File: config.mk
export PLATFORM = sky130hd
export DESIGN_NAME = qspi_fifo_sync
export DESIGN_NICKNAME = d
export VERILOG_FILES = /design/src/rtl/qspi_fifo_pkg.sv /design/src/rtl/qspi_fifo_mem.sv /design/src/rtl/qspi_fifo_sync.sv
export SDC_FILE = /design/constraint.sdc
export NUM_CORES = 1
export LEC_CHECK = 0
export ABC_CLOCK_PERIOD_IN_PS = 5200
export CORE_MARGIN = 5
export CORE_UTILIZATION = 30
export CTS_CLUSTER_SIZE = 10
export DETAILED_ROUTE_END_ITERATION = 10
export DONT_BUFFER_PORTS = 1
export SLEW_MARGIN = 20
export SYNTH_ARGS = -nofsm -noshare
export SYNTH_HDL_FRONTEND = slang
export SYNTH_SLANG_ARGS = --single-unit
File: constraint.sdc
create_clock -name clk -period 5.2 [get_ports clk]
set_input_delay 0 -clock clk [delete_from_list [all_inputs] [get_ports clk]]
set_output_delay 0 -clock clk [all_outputs]
set_load 0.02 [all_outputs]
File: src/rtl/qspi_fifo_pkg.sv
// qspi_fifo_pkg
// Shared definitions for the QSPI data-path FIFO: default level/threshold
// width and the pointer-width helper used by qspi_fifo_sync and qspi_fifo_mem.
// No ports.
package qspi_fifo_pkg;

  localparam int LVL_W_DEF = 9;

  // Pointer width for a power-of-two depth; never narrower than one bit.
  function automatic int ptr_w(input int depth);
    return (depth > 1) ? $clog2(depth) : 1;
  endfunction

endpackage

File: src/rtl/qspi_fifo_mem.sv
// qspi_fifo_mem
// Simple dual-port RAM, one write port and one read port. The storage array
// is never reset. REG_RD=1 gives a registered read (rdata updates on the edge
// that samples re and holds otherwise; the output register is reset to 0).
// REG_RD=0 gives a combinational read of mem[raddr].
// Ports:
//   clk    in   clock, rising edge
//   rst_n  in   async active-low reset (registered read output only)
//   we     in   write enable
//   waddr  in   write address
//   wdata  in   write data
//   re     in   read enable (registered read only)
//   raddr  in   read address
//   rdata  out  read data
module qspi_fifo_mem #(
  parameter int WIDTH  = 32,
  parameter int DEPTH  = 16,
  parameter int AW     = 4,
  parameter bit REG_RD = 1'b1
) (
  input  logic             clk,
  input  logic             rst_n,
  input  logic             we,
  input  logic [AW-1:0]    waddr,
  input  logic [WIDTH-1:0] wdata,
  input  logic             re,
  input  logic [AW-1:0]    raddr,
  output logic [WIDTH-1:0] rdata
);

  logic [WIDTH-1:0] mem [DEPTH];

  always_ff @(posedge clk) begin
    if (we) mem[waddr] <= wdata;
  end

  generate
    if (REG_RD) begin : g_reg_rd
      always_ff @(posedge clk or negedge rst_n) begin
        if (!rst_n)  rdata <= '0;
        else if (re) rdata <= mem[raddr];
      end
    end else begin : g_comb_rd
      // re and rst_n have no role in the fall-through read path.
      logic unused_rd_ctl;
      assign unused_rd_ctl = &{1'b0, re, rst_n};
      assign rdata = mem[raddr];
    end
  endgenerate

endmodule

File: src/rtl/qspi_fifo_sync.sv
// qspi_fifo_sync
// Parametrised synchronous FIFO shared by the QSPI TX and RX data paths,
// between the register/DMA front end and the shift engine. Provides
// occupancy level, full/empty, programmable almost-full/almost-empty,
// synchronous flush and sticky overflow/underflow flags.
// Optional feature: define QSPI_FIFO_FWFT_EN for first-word fall-through
// (rd_data_o shows the head word combinationally, rd_en_i acts as a pop).
// Default build is a registered read with one cycle of latency.
// Ports:
//   clk            in   clock, rising edge
//   resetn         in   async active-low reset
//   wr_en_i        in   write request
//   wr_data_i      in   write data
//   rd_en_i        in   read request / pop
//   rd_data_o      out  read data
//   flush_i        in   synchronous flush (priority over wr/rd)
//   af_th_i        in   almost-full threshold
//   ae_th_i        in   almost-empty threshold
//   err_clr_i      in   clears sticky error flags
//   full_o         out  level == DEPTH
//   empty_o        out  level == 0
//   almost_full_o  out  level >= af_th_i
//   almost_empty_o out  level <= ae_th_i
//   level_o        out  occupancy 0..DEPTH
//   overflow_o     out  sticky: write rejected while full
//   underflow_o    out  sticky: read rejected while empty
module qspi_fifo_sync
  import qspi_fifo_pkg::*;
#(
  parameter int WIDTH = 32,
  parameter int DEPTH = 16,
  parameter int LVL_W = LVL_W_DEF
) (
  input  logic             clk,
  input  logic             resetn,
  input  logic             wr_en_i,
  input  logic [WIDTH-1:0] wr_data_i,
  input  logic             rd_en_i,
  output logic [WIDTH-1:0] rd_data_o,
  input  logic             flush_i,
  input  logic [LVL_W-1:0] af_th_i,
  input  logic [LVL_W-1:0] ae_th_i,
  input  logic             err_clr_i,
  output logic             full_o,
  output logic             empty_o,
  output logic             almost_full_o,
  output logic             almost_empty_o,
  output logic [LVL_W-1:0] level_o,
  output logic             overflow_o,
  output logic             underflow_o
);

  localparam int AW = ptr_w(DEPTH);
`ifdef QSPI_FIFO_FWFT_EN
  localparam bit REG_RD = 1'b0;
`else
  localparam bit REG_RD = 1'b1;
`endif

  logic [AW-1:0]    wr_ptr_q, rd_ptr_q;
  logic [LVL_W-1:0] level_q;
  logic             ovf_q, udf_q;
  logic             rd_acc, wr_acc, ovf_set, udf_set;
  logic [WIDTH-1:0] mem_rdata;

  assign full_o         = (level_q == LVL_W'(DEPTH));
  assign empty_o        = (level_q == '0);
  assign almost_full_o  = (level_q >= af_th_i);
  assign almost_empty_o = (level_q <= ae_th_i);
  assign level_o        = level_q;
  assign overflow_o     = ovf_q;
  assign underflow_o    = udf_q;

  // Flush masks everything in its cycle, including error detection.
  // A write to a full FIFO is still accepted when a read frees a slot.
  assign rd_acc  = rd_en_i & ~empty_o & ~flush_i;
  assign wr_acc  = wr_en_i & (~full_o | rd_acc) & ~flush_i;
  assign ovf_set = wr_en_i & full_o & ~rd_acc & ~flush_i;
  assign udf_set = rd_en_i & empty_o & ~flush_i;

  always_ff @(posedge clk or negedge resetn) begin
    if (!resetn) begin
      wr_ptr_q <= '0;
      rd_ptr_q <= '0;
      level_q  <= '0;
    end else if (flush_i) begin
      wr_ptr_q <= '0;
      rd_ptr_q <= '0;
      level_q  <= '0;
    end else begin
      if (wr_acc) wr_ptr_q <= wr_ptr_q + 1'b1;
      if (rd_acc) rd_ptr_q <= rd_ptr_q + 1'b1;
      level_q <= level_q + {{(LVL_W-1){1'b0}}, wr_acc}
                         - {{(LVL_W-1){1'b0}}, rd_acc};
    end
  end

  // A new error in the clear cycle wins over the clear.
  always_ff @(posedge clk or negedge resetn) begin
    if (!resetn) begin
      ovf_q <= 1'b0;
      udf_q <= 1'b0;
    end else begin
      ovf_q <= ovf_set | (ovf_q & ~err_clr_i);
      udf_q <= udf_set | (udf_q & ~err_clr_i);
    end
  end

  qspi_fifo_mem #(
    .WIDTH (WIDTH),
    .DEPTH (DEPTH),
    .AW    (AW),
    .REG_RD(REG_RD)
  ) u_mem (
    .clk  (clk),
    .rst_n(resetn),
    .we   (wr_acc),
    .waddr(wr_ptr_q),
    .wdata(wr_data_i),
    .re   (rd_acc),
    .raddr(rd_ptr_q),
    .rdata(mem_rdata)
  );

`ifdef QSPI_FIFO_FWFT_EN
  assign rd_data_o = empty_o ? '0 : mem_rdata;
`else
  assign rd_data_o = mem_rdata;
`endif

endmodule

==> flow_metrics.py, run 1 <==
metrics = {
    "routing": {
        "antenna_left": 0,
        "wire_length_per_cell_after_detailed_routing_um": 22.2,
        "detail_route.drc_violations": 0,
        "drtPass1Iterations": 5,
        "detailroute.via_count": 10677,
        "routed_wirelength_um": 48900,
        "first_iter_violations": 796,
        "detail_route.vias_per_cell": 4.86,
    },
    "yosys": {
        "count_of_flip_flops_with_a_built_in_enable_after_synthesis": 512,
        "ys_seq_elements": 563,
        "avgSynthCellArea_um2": 20.6,
        "synth_sequential_area_ratio_pct": 74.2,
        "synth-async-reset-ratio_pct": 9.06,
        "netlist.top_cell.by_area": "edfxtp_1",
        "synth_nets": 1182,
        "synth_top_cells_by_area": "edfxtp_1, mux4_2, dfrtp_1",
        "netlist_instances": 1090,
        "synthesis.area_um2": 22400,
        "yosysTopAreaCellShare_pct": 68.5,
        "yosys_warnings": 0,
        "synthFlopType": "edfxtp_1",
        "synth.distinct_cells": 52,
    },
    "timing": {
        "finalSetupViolations": 0,
        "relSlewSlack_pct": 29.6,
        "timing_hold_violations_final": 0,
        "fmax_mhz": 247,
        "fin_crit_ns": 4.05,
        "slew_violations": 0,
        "worst_setup_skew_after_layout_ns": 0.0285,
        "least_setup_slack_across_all_paths_after_layout_ns": 1.15,
        "min_period_over_period_pct": 77.8,
        "worstMarginPinSlew_ns": 1.06,
        "setup_repair_after_global_routing_missed_its_margin": "false",
    },
    "floorplanning": {
        "die-width_um": 283,
        "rows": 100,
        "floorplan.initialDensity_pct": 30.2,
        "design.portCount": 103,
        "die_area_um2": 80400,
        "die-height_um": 283,
        "coreArea_um2": 74300,
    },
    "worst_setup_path": {
        "path_cells": "inv_1 > ha_1 > nand4b_2 > o21ai_1 > a21o_1 > buf_4 > ha_1 > inv_1 > ha_1 > fa_1 > a211oi_1 > o31ai_1 > a21oi_1 > mux2_1",
        "worst_ep_arrival_time_ns": 4.50,
        "critical_path.slowest_cell": "dfrtp_1",
        "worstSetupPathType": "flip-flop to flip-flop",
        "r2r_setup_slack_ns": 1.15,
        "worst_r2r_startpoint": "level_o[3]",
        "setup.worst_path.start_class": "flip-flop",
        "worstReg2RegEnd": "level_o[6]",
        "critical_path_peak_fanout": 17,
        "critical_path.most_common_cell": "ha_1",
        "crit_required_ns": 5.65,
        "worstRegToRegCells": 14,
        "cp-end-kind": "flip-flop",
        "cp_slowest_stage_delay_ns": 0.53,
    },
    "clock_tree": {
        "cts.sinks": 563,
        "cts.root.buffer_cell": "clkbuf_16",
        "path_clk_slew_ns": 0.06,
        "cts_resized": 0,
        "max-clock-path-buffers": 3,
        "cts_tree": "done",
        "clkLatencyLatePin_ns": 0.59,
        "post-cts-setup-buffers": 0,
        "cts_htree_levels": 3,
        "numCtsBuffers": 68,
        "cts-hold-fix-buffers": 41,
    },
    "power_and_ir_drop": {
        "comb_power_share_pct": 15.7,
        "pwr-share-seq_pct": 47.5,
        "vdd_ir_drop_max_mv": 0.221,
        "switching_power_mw": 3.15,
        "power_per_unit_of_standard_cell_area_nw_per_um2": 451,
        "power.internal_mw": 8.69,
        "clock_power_share_pct": 36.8,
        "design_power_total_mw": 11.8,
        "total_leakage_power_nw": 8.32,
        "power.share.switching_pct": 26.6,
    },
    "global_route": {
        "groute.usage.overall_pct": 12.1,
        "initial_antenna_violation_count": 3,
        "grt_most_used_layer": "met2",
        "gr-usage-met1_pct": 16.3,
        "met3_usage_pct": 3.02,
        "grt_pass1_wl_um": 74700,
        "number_of_global_route_vias_before_repair": 11422,
        "global_route.overflow_total": 0,
        "largest_net_degree_at_the_start_of_global_routing": 66,
        "met2_demand_to_capacity_share_in_global_routing_pct": 19.7,
    },
    "run_status": {
        "outcome": "finished, final reports clean",
    },
    "finish": {
        "layout_commonest_cell": "edfxtp_1",
        "layout.nets": 1270,
        "most-common-layout-cells": "edfxtp_1, mux4_2, clkbuf_16",
        "area_growth_syn_to_layout_pct": 16.9,
        "finalNonFillerCells": 2199,
        "drive_above_1_share_pct": 24.5,
    },
    "placement": {
        "place_inst": 2036,
        "preCtsSetupSlack_ns": 1.15,
        "port_buffers": 0,
        "place_congestion": 0.728,
        "hpwlAfterDp_um": 29300,
    },
    "min_path": {
        "holdCritPathClass": "primary input to flip-flop",
        "timing.hold.worst.start": "err_clr_i",
        "worst_hold_path.endpoint": "underflow_o",
        "min_path_cells": 2,
    },
    "job": {
        "maxCapViolCount": 0,
    },
}
layout make-up:
cell class / instances / area [um2]
diodes: 1 / 2.50
clock buffers: 112 / 1920
clock inverters: 9 / 126
fillers: 6855 / 48100
inverters: 35 / 134
multi-input cells: 432 / 5430
flip-flops and latches: 563 / 16700
well taps: 969 / 1210
repair buffers: 78 / 748
cell families after synthesis:
kind of cell / share of synthesized area (%)
xor+xnor: 0.234
compound gates: 4.27
mux: 14.7
fa+ha+maj: 2.04
flops: 74.2
buf+inv: 2.07
simple gates: 2.53
power groups by stage:
| stage | Combinational, mW | Sequential (mW) | Clock (mW) |
|---|---|---|---|
| global placement | 1.78 | 5.73 | 0 |
| CTS | 1.90 | 5.65 | 4.47 |
| detailed placement | 1.80 | 5.74 | 0 |
| finish | 1.86 | 5.62 | 4.36 |
| floorplan | 1.54 | 5.51 | 0 |
| global route | 2.06 | 5.68 | 4.69 |
Yosys cell counts, types with 3 or more instances:
cell / n
nor4b_1: 4
xnor2_1: 4
nand2_1: 9
clkbuf_1: 22
buf_2: 20
mux4_2: 128
o22ai_1: 32
buf_4: 12
inv_1: 34
ha_1: 35
nand3_1: 5
mux2_1: 5
nand3b_1: 4
o31ai_1: 3
mux2i_1: 34
a21o_1: 3
a221oi_2: 30
nand4_1: 3
nor2_1: 60
a211oi_1: 3
dfrtp_1: 51
a21oi_1: 12
o21ai_0: 6
nand2b_1: 8
edfxtp_1: 512
nor3_1: 6
nor2b_1: 8
buf_6: 5
worst max path at each step:
stage,startpoint,endpoint,cells past startpoint
final,level_o[3],level_o[6],14
after global routing,level_o[3],level_o[6],14
after CTS,level_o[3],level_o[6],14
after detailed placement,level_o[3],level_o[8],14
after global placement,level_o[3],level_o[6],14
after floorplan,level_o[6],u_mem.mem[0][0],7
worst max-delay path, delay by kind of cell, from the launching register on:
family / cells / cell delay, ns
compound gates: 5 / 1.24
buf+inv: 3 / 0.54
simple gates: 1 / 0.21
mux: 1 / 0.33
fa+ha+maj: 4 / 1.08
flops: 1 / 0.53
stage by stage:
stage,hold slack (ns),TNS [ns],util [%],area [um2]
2_1_floorplan,-0.296,-13.00,-,22400
3_3_place_gp,-0.291,0,31.9,23700
3_5_place_dp,-0.292,0,31.9,23700
4_1_cts,0.0749,0,35.3,26200
5_1_grt,0.113,0,35.3,26200
6_report,0.127,0,35.3,26200
sequential cells by signal (all words and copies together) (netlist names):
signal       cells
u_mem.mem      512
underflow_o      1
rd_ptr_q         4
u_mem.rdata     32
wr_ptr_q         4
level_o          9
overflow_o       1
routing by layer:
| metal | part of all wire [%] | vias up |
|---|---|---|
| met5 | 0.025 | - |
| met4 | 1.6 | 2 |
| met3 | 6.0 | 58 |
| met2 | 49 | 249 |
| met1 | 44 | 5686 |
| li1 | - | 4682 |
(Power assumes the default switching activity.)
==> inputs of run 2 (changes only) <==
--- a/config.mk
+++ b/config.mk
@@ -5,7 +5,7 @@
 export SDC_FILE = /design/constraint.sdc
 export NUM_CORES = 1
 export LEC_CHECK = 0
-export ABC_CLOCK_PERIOD_IN_PS = 5200
+export ABC_CLOCK_PERIOD_IN_PS = 3550
 export CORE_MARGIN = 5
 export CORE_UTILIZATION = 30
 export CTS_CLUSTER_SIZE = 10
==> constraint.sdc (replaced) <==
create_clock -name clk -period 3.55 [get_ports clk]
set_input_delay 0 -clock clk [delete_from_list [all_inputs] [get_ports clk]]
set_output_delay 0 -clock clk [all_outputs]
set_load 0.02 [all_outputs]
==> run 2 against run 1 <==
  * Sequential power rose by 44%
  * Critical endpoint unchanged
  * Via count grew 1.0%
  * Die area did not move
==> flow_metrics.py, run 2 (synthesis results as in run 1) <==
metrics = {
    "routing": {
        "first_iter_violations": 791,
        "drtPass1Iterations": 5,
        "detailroute.via_count": 10784,
        "detail_route.vias_per_cell": 4.90,
        "routed_wirelength_um": 50200,
        "detail_route.drc_violations": 0,
        "wire_length_per_cell_after_detailed_routing_um": 22.8,
        "antenna_left": 0,
    },
    "finish": {
        "layout.cell_area.non_filler_um2": 26300,
        "largest_register_ff_count": 512,
        "area_growth_syn_to_layout_pct": 17.1,
        "largest-register": "u_mem.mem",
        "most-common-layout-cells": "edfxtp_1, mux4_2, clkbuf_16",
        "finalNonFillerCells": 2201,
        "finish.utilization_pct": 35.4,
        "drive_above_1_share_pct": 24.8,
        "layout_commonest_cell": "edfxtp_1",
        "layout.nets": 1274,
    },
    "placement": {
        "place_area_um2": 23900,
        "port_buffers": 0,
        "place_inst": 2043,
        "place_congestion": 0.743,
        "preCtsSetupSlack_ns": 0.315,
        "hpwlAfterDp_um": 28500,
    },
    "worst_setup_path": {
        "critical_path.most_common_cell": "ha_1",
        "worstSetupPathType": "flip-flop to flip-flop",
        "path_buf_inv": 3,
        "critical_path_peak_fanout": 5,
        "worst_r2r_startpoint": "level_o[7]",
        "path_cells": "inv_1 > ha_1 > nand4b_2 > o21bai_4 > clkinv_2 > ha_1 > inv_1 > ha_1 > fa_1 > a211oi_1 > o31ai_1 > a21oi_1 > mux2_1",
        "crit_required_ns": 4.01,
        "setup.worst_path.start_class": "flip-flop",
        "worst_ep_arrival_time_ns": 3.70,
        "timing.critical_path.from": "level_o[7]",
        "cp-end-kind": "flip-flop",
        "cp_slowest_stage_delay_ns": 0.46,
        "path_delay_family": "adder cells",
        "critical_path.slowest_cell": "fa_1",
    },
    "global_route": {
        "grt_pass1_wl_um": 76000,
        "global_route.overflow_total": 0,
        "largest_net_degree_at_the_start_of_global_routing": 79,
        "number_of_global_route_vias_before_repair": 11442,
        "groute.usage.overall_pct": 12.4,
        "initial_antenna_violation_count": 4,
    },
    "floorplanning": {
        "die-width_um": 283,
        "coreArea_um2": 74300,
        "floorplan.initialDensity_pct": 30.2,
        "design.portCount": 103,
        "die_area_um2": 80400,
        "die-height_um": 283,
        "rows": 100,
    },
    "timing": {
        "least_setup_slack_across_all_paths_after_layout_ns": 0.318,
        "timing_hold_violations_final": 0,
        "slew_violations": 0,
        "setup_repair_after_global_routing_missed_its_margin": "false",
        "relSlewSlack_pct": 29.2,
        "min_period_over_period_pct": 91.0,
        "fin_hold_ws_ns": 0.0165,
        "worstMarginPinSlew_ns": 1.06,
        "setup_total_negative_slack_ns": 0,
        "finalSetupViolations": 0,
        "worst_setup_skew_after_layout_ns": 0.0251,
        "fmax_mhz": 309,
        "fin_crit_ns": 3.23,
    },
    "min_path": {
        "holdCritPathClass": "primary input to async pin",
    },
    "run_status": {
        "outcome": "finished, final reports clean",
    },
    "clock_tree": {
        "path_clk_slew_ns": 0.06,
        "cts.sinks": 563,
        "max-clock-path-buffers": 3,
        "cts.root.buffer_cell": "clkbuf_16",
        "post-cts-setup-buffers": 0,
        "clkLatencyLatePin_ns": 0.58,
        "cts_resized": 0,
        "cts_tree": "done",
        "cts_htree_levels": 3,
        "numCtsBuffers": 67,
    },
    "power_and_ir_drop": {
        "vdd_ir_drop_max_mv": 0.368,
        "power_per_unit_of_standard_cell_area_nw_per_um2": 657,
        "total_leakage_power_nw": 8.33,
        "design_power_total_mw": 17.3,
    },
    "job": {
        "maxCapViolCount": 0,
    },
}
-- run 2: cell types whose count changed in the layout (fill, tap and decap cells not counted), moves of 2 or more --
cell | previous run | this run
buf_12 | 2 | 7
nor4b_2 | 4 | 0
nor4b_4 | 0 | 4
buf_4 | 35 | 37
clkbuf_1 | 41 | 39
clkbuf_16 | 70 | 68
clkinv_2 | 0 | 2
inv_4 | 2 | 0
inv_6 | 5 | 3
-- run 2: routing by layer --
metal,up-vias,global-route usage (%),share of wire [%]
li1,4684,-,-
met1,5759,16.4,43
met2,269,20.4,49
met3,68,3.37,6.1
met4,4,3.33,1.8
met5,-,0,0.054
-- run 2: final timing paths --
path                       slack, ns  depth (start not counted)             end
setup reg to reg                0.32                         13      level_o[6]
hold reg to reg                 0.61                          2     rd_ptr_q[3]
hold / removal                  0.02                          2  u_mem.rdata[1]
max in group asynchronous       3.24                          2     rd_ptr_q[0]
setup / recovery                0.32                         13      level_o[6]
min in group clk                0.14                          2     underflow_o
-- run 2: cell type report --
type                    instances  area, um2
clock inverters                 8        101
diodes                          2       5.00
well taps                     969       1210
repair buffers                 83        826
fillers                      6881      48000
flip-flops and latches        563      16700
clock buffers                 109       1880
inverters                      35        133
multi-input cells             432       5480
-- run 2: what timing repair did --
item,in CTS,in global routing
endpoints found under the hold margin,582,0
hold buffers,39,0
setup endpoints to repair,0,0
-- run 2: where the power goes --
group          switching, mW  internal [mW]
combinational           1.54           1.44
sequential             0.554           7.52
clock                   2.51           3.69
total                   4.61           12.7
==> inputs of run 3 (changes only) <==
--- a/config.mk
+++ b/config.mk
@@ -11,6 +11,7 @@
 export CTS_CLUSTER_SIZE = 10
 export DETAILED_ROUTE_END_ITERATION = 10
 export DONT_BUFFER_PORTS = 1
+export MAX_ROUTING_LAYER = met4
 export SLEW_MARGIN = 20
 export SYNTH_ARGS = -nofsm -noshare
 export SYNTH_HDL_FRONTEND = slang
==> run 3 against run 2 <==
  * Worst hold slack about the same
  * Via count down 0.48%
  * Utilization about the same
  * Sequential cell count unchanged
  * Clock skew up 0.00074 ns
  * Combinational power about the same
  * Non-clock buffer count unchanged
  * Setup slack worse by 0.0059 ns
  * Clock power about the same
  * Clock-buffer cell count unchanged
  * Sequential power about the same
  * Critical path type unchanged
  * Largest power group unchanged
==> flow_metrics.py, run 3 (synthesis results as in run 1) <==
metrics = {
    "run_status": {
        "outcome": "finished, final reports clean",
    },
    "global_route": {
        "groute.usage.overall_pct": 12.8,
        "initial_antenna_violation_count": 5,
        "grt_pass1_wl_um": 76000,
        "number_of_global_route_vias_before_repair": 11436,
        "largest_net_degree_at_the_start_of_global_routing": 79,
        "global_route.overflow_total": 0,
    },
    "placement": {
        "preCtsSetupSlack_ns": 0.315,
        "place_inst": 2043,
        "place_congestion": 0.753,
        "hpwlAfterDp_um": 28500,
        "port_buffers": 0,
        "place_area_um2": 23900,
    },
    "timing": {
        "finalSetupViolations": 0,
        "worstMarginPinSlew_ns": 1.09,
        "setup_total_negative_slack_ns": 0,
        "worst_setup_skew_after_layout_ns": 0.0258,
        "min_period_over_period_pct": 91.2,
        "fmax_mhz": 309,
        "setup_repair_after_global_routing_missed_its_margin": "false",
        "relSlewSlack_pct": 27.4,
        "fin_hold_ws_ns": 0.0161,
        "timing_hold_violations_final": 0,
        "fin_crit_ns": 3.24,
        "slew_violations": 0,
        "least_setup_slack_across_all_paths_after_layout_ns": 0.312,
    },
    "finish": {
        "area_growth_syn_to_layout_pct": 17.2,
        "drive_above_1_share_pct": 24.8,
        "most-common-layout-cells": "edfxtp_1, mux4_2, clkbuf_16",
        "layout.nets": 1274,
        "layout.cell_area.non_filler_um2": 26300,
        "largest-register": "u_mem.mem",
        "largest_register_ff_count": 512,
        "finish.utilization_pct": 35.4,
        "finalNonFillerCells": 2204,
        "layout_commonest_cell": "edfxtp_1",
    },
    "routing": {
        "detail_route.drc_violations": 0,
        "drtPass1Iterations": 5,
        "antenna_left": 0,
        "wire_length_per_cell_after_detailed_routing_um": 22.8,
        "routed_wirelength_um": 50200,
        "detailroute.via_count": 10732,
        "first_iter_violations": 776,
        "detail_route.vias_per_cell": 4.87,
    },
    "worst_setup_path": {
        "worstRegToRegCells": 13,
        "worst_r2r_startpoint": "level_o[4]",
        "cp-end-kind": "flip-flop",
        "worstSetupPathType": "flip-flop to flip-flop",
        "path_buf_inv": 3,
        "critical_path.slowest_cell": "fa_1",
        "r2r_setup_slack_ns": 0.31,
        "path_delay_family": "adder cells",
        "cp_slowest_stage_delay_ns": 0.46,
        "setup.worst_path.start_class": "flip-flop",
        "critical_path_peak_fanout": 5,
        "worst_ep_arrival_time_ns": 3.70,
        "path_cells": "inv_1 > ha_1 > nand4b_2 > o21bai_4 > clkinv_2 > ha_1 > inv_1 > ha_1 > fa_1 > a211oi_1 > o31ai_1 > a21oi_1 > mux2_1",
        "crit_required_ns": 4.01,
        "critical_path.most_common_cell": "ha_1",
        "worstReg2RegEnd": "level_o[6]",
    },
    "clock_tree": {
        "path_clk_slew_ns": 0.05,
        "clkLatencyLatePin_ns": 0.58,
        "cts_tree": "done",
        "cts_htree_levels": 3,
        "max-clock-path-buffers": 3,
        "cts.root.buffer_cell": "clkbuf_16",
        "post-cts-setup-buffers": 0,
        "numCtsBuffers": 67,
        "cts.sinks": 563,
    },
    "floorplanning": {
        "rows": 100,
        "floorplan.initialDensity_pct": 30.2,
        "coreArea_um2": 74300,
        "die_area_um2": 80400,
        "design.portCount": 103,
        "die-width_um": 283,
        "die-height_um": 283,
    },
    "min_path": {
        "holdCritPathClass": "primary input to async pin",
    },
    "job": {
        "maxCapViolCount": 0,
    },
    "power_and_ir_drop": {
        "power_per_unit_of_standard_cell_area_nw_per_um2": 656,
        "total_leakage_power_nw": 8.33,
        "design_power_total_mw": 17.3,
        "vdd_ir_drop_max_mv": 0.368,
    },
}
-- run 3: routing by layer --
| metal | routed length, um | vias to the layer above | track usage (%) | share of wire (%) |
|---|---|---|---|---|
| met3 | 3310 | 65 | 3.42 | 6.6 |
| li1 | - | 4686 | - | - |
| met5 | 0 | - | - | 0 |
| met1 | 21500 | 5691 | 16.4 | 43 |
| met4 | 891 | 0 | 3.37 | 1.8 |
| met2 | 24500 | 290 | 20.4 | 49 |
-- run 3: how the worst max path moves through the flow --
| stage | startpoint | end | slack, ns | cells past startpoint |
|---|---|---|---|---|
| after floorplan | level_o[6] | u_mem.mem[4][0] | -0.60 | 7 |
| after global placement | level_o[2] | level_o[6] | 0.37 | 13 |
| after detailed placement | level_o[2] | level_o[6] | 0.31 | 13 |
| after CTS | level_o[4] | level_o[6] | 0.30 | 13 |
| after global routing | level_o[7] | level_o[6] | 0.1 | 13 |
| final | level_o[4] | level_o[6] | 0.31 | 13 |
-- run 3: timing repair --
| item | in CTS | in global routing |
|---|---|---|
| setup endpoints to repair | 0 | 0 |
| hold endpoints to repair | 582 | 0 |
| hold buffers | 39 | 0 |
| resized for setup | 0 | 0 |
-- run 3: power breakdown --
part	leakage, nW	internal (mW)	switching, mW
logic	2.17	1.44	1.54
registers	5.21	7.52	0.551
clock network	0.948	3.69	2.51
total	8.33	12.7	4.60
-- run 3: area by class of cell --
| type | count | area, um2 |
|---|---|---|
| Tap cell | 969 | 1210 |
| Antenna cell | 5 | 12.5 |
| Inverter | 35 | 133 |
| Timing Repair Buffer | 83 | 826 |
| Clock inverter | 8 | 101 |
| Multi-Input combinational cell | 432 | 5480 |
| Fill cell | 6881 | 48000 |
| Sequential cell | 563 | 16700 |
| Clock buffer | 109 | 1880 |
-- run 3: worst reg2reg max path: cells and delay by family, from the launching register on --
kind                     cells  cell delay (ns)
buffers and inverters        3             0.21
adder cells (fa/ha/maj)      4             1.12
AND/OR/NAND/NOR              1             0.22
AO/OA/AOI/OAI                4             0.85
multiplexers                 1             0.33
flip-flops                   1             0.39
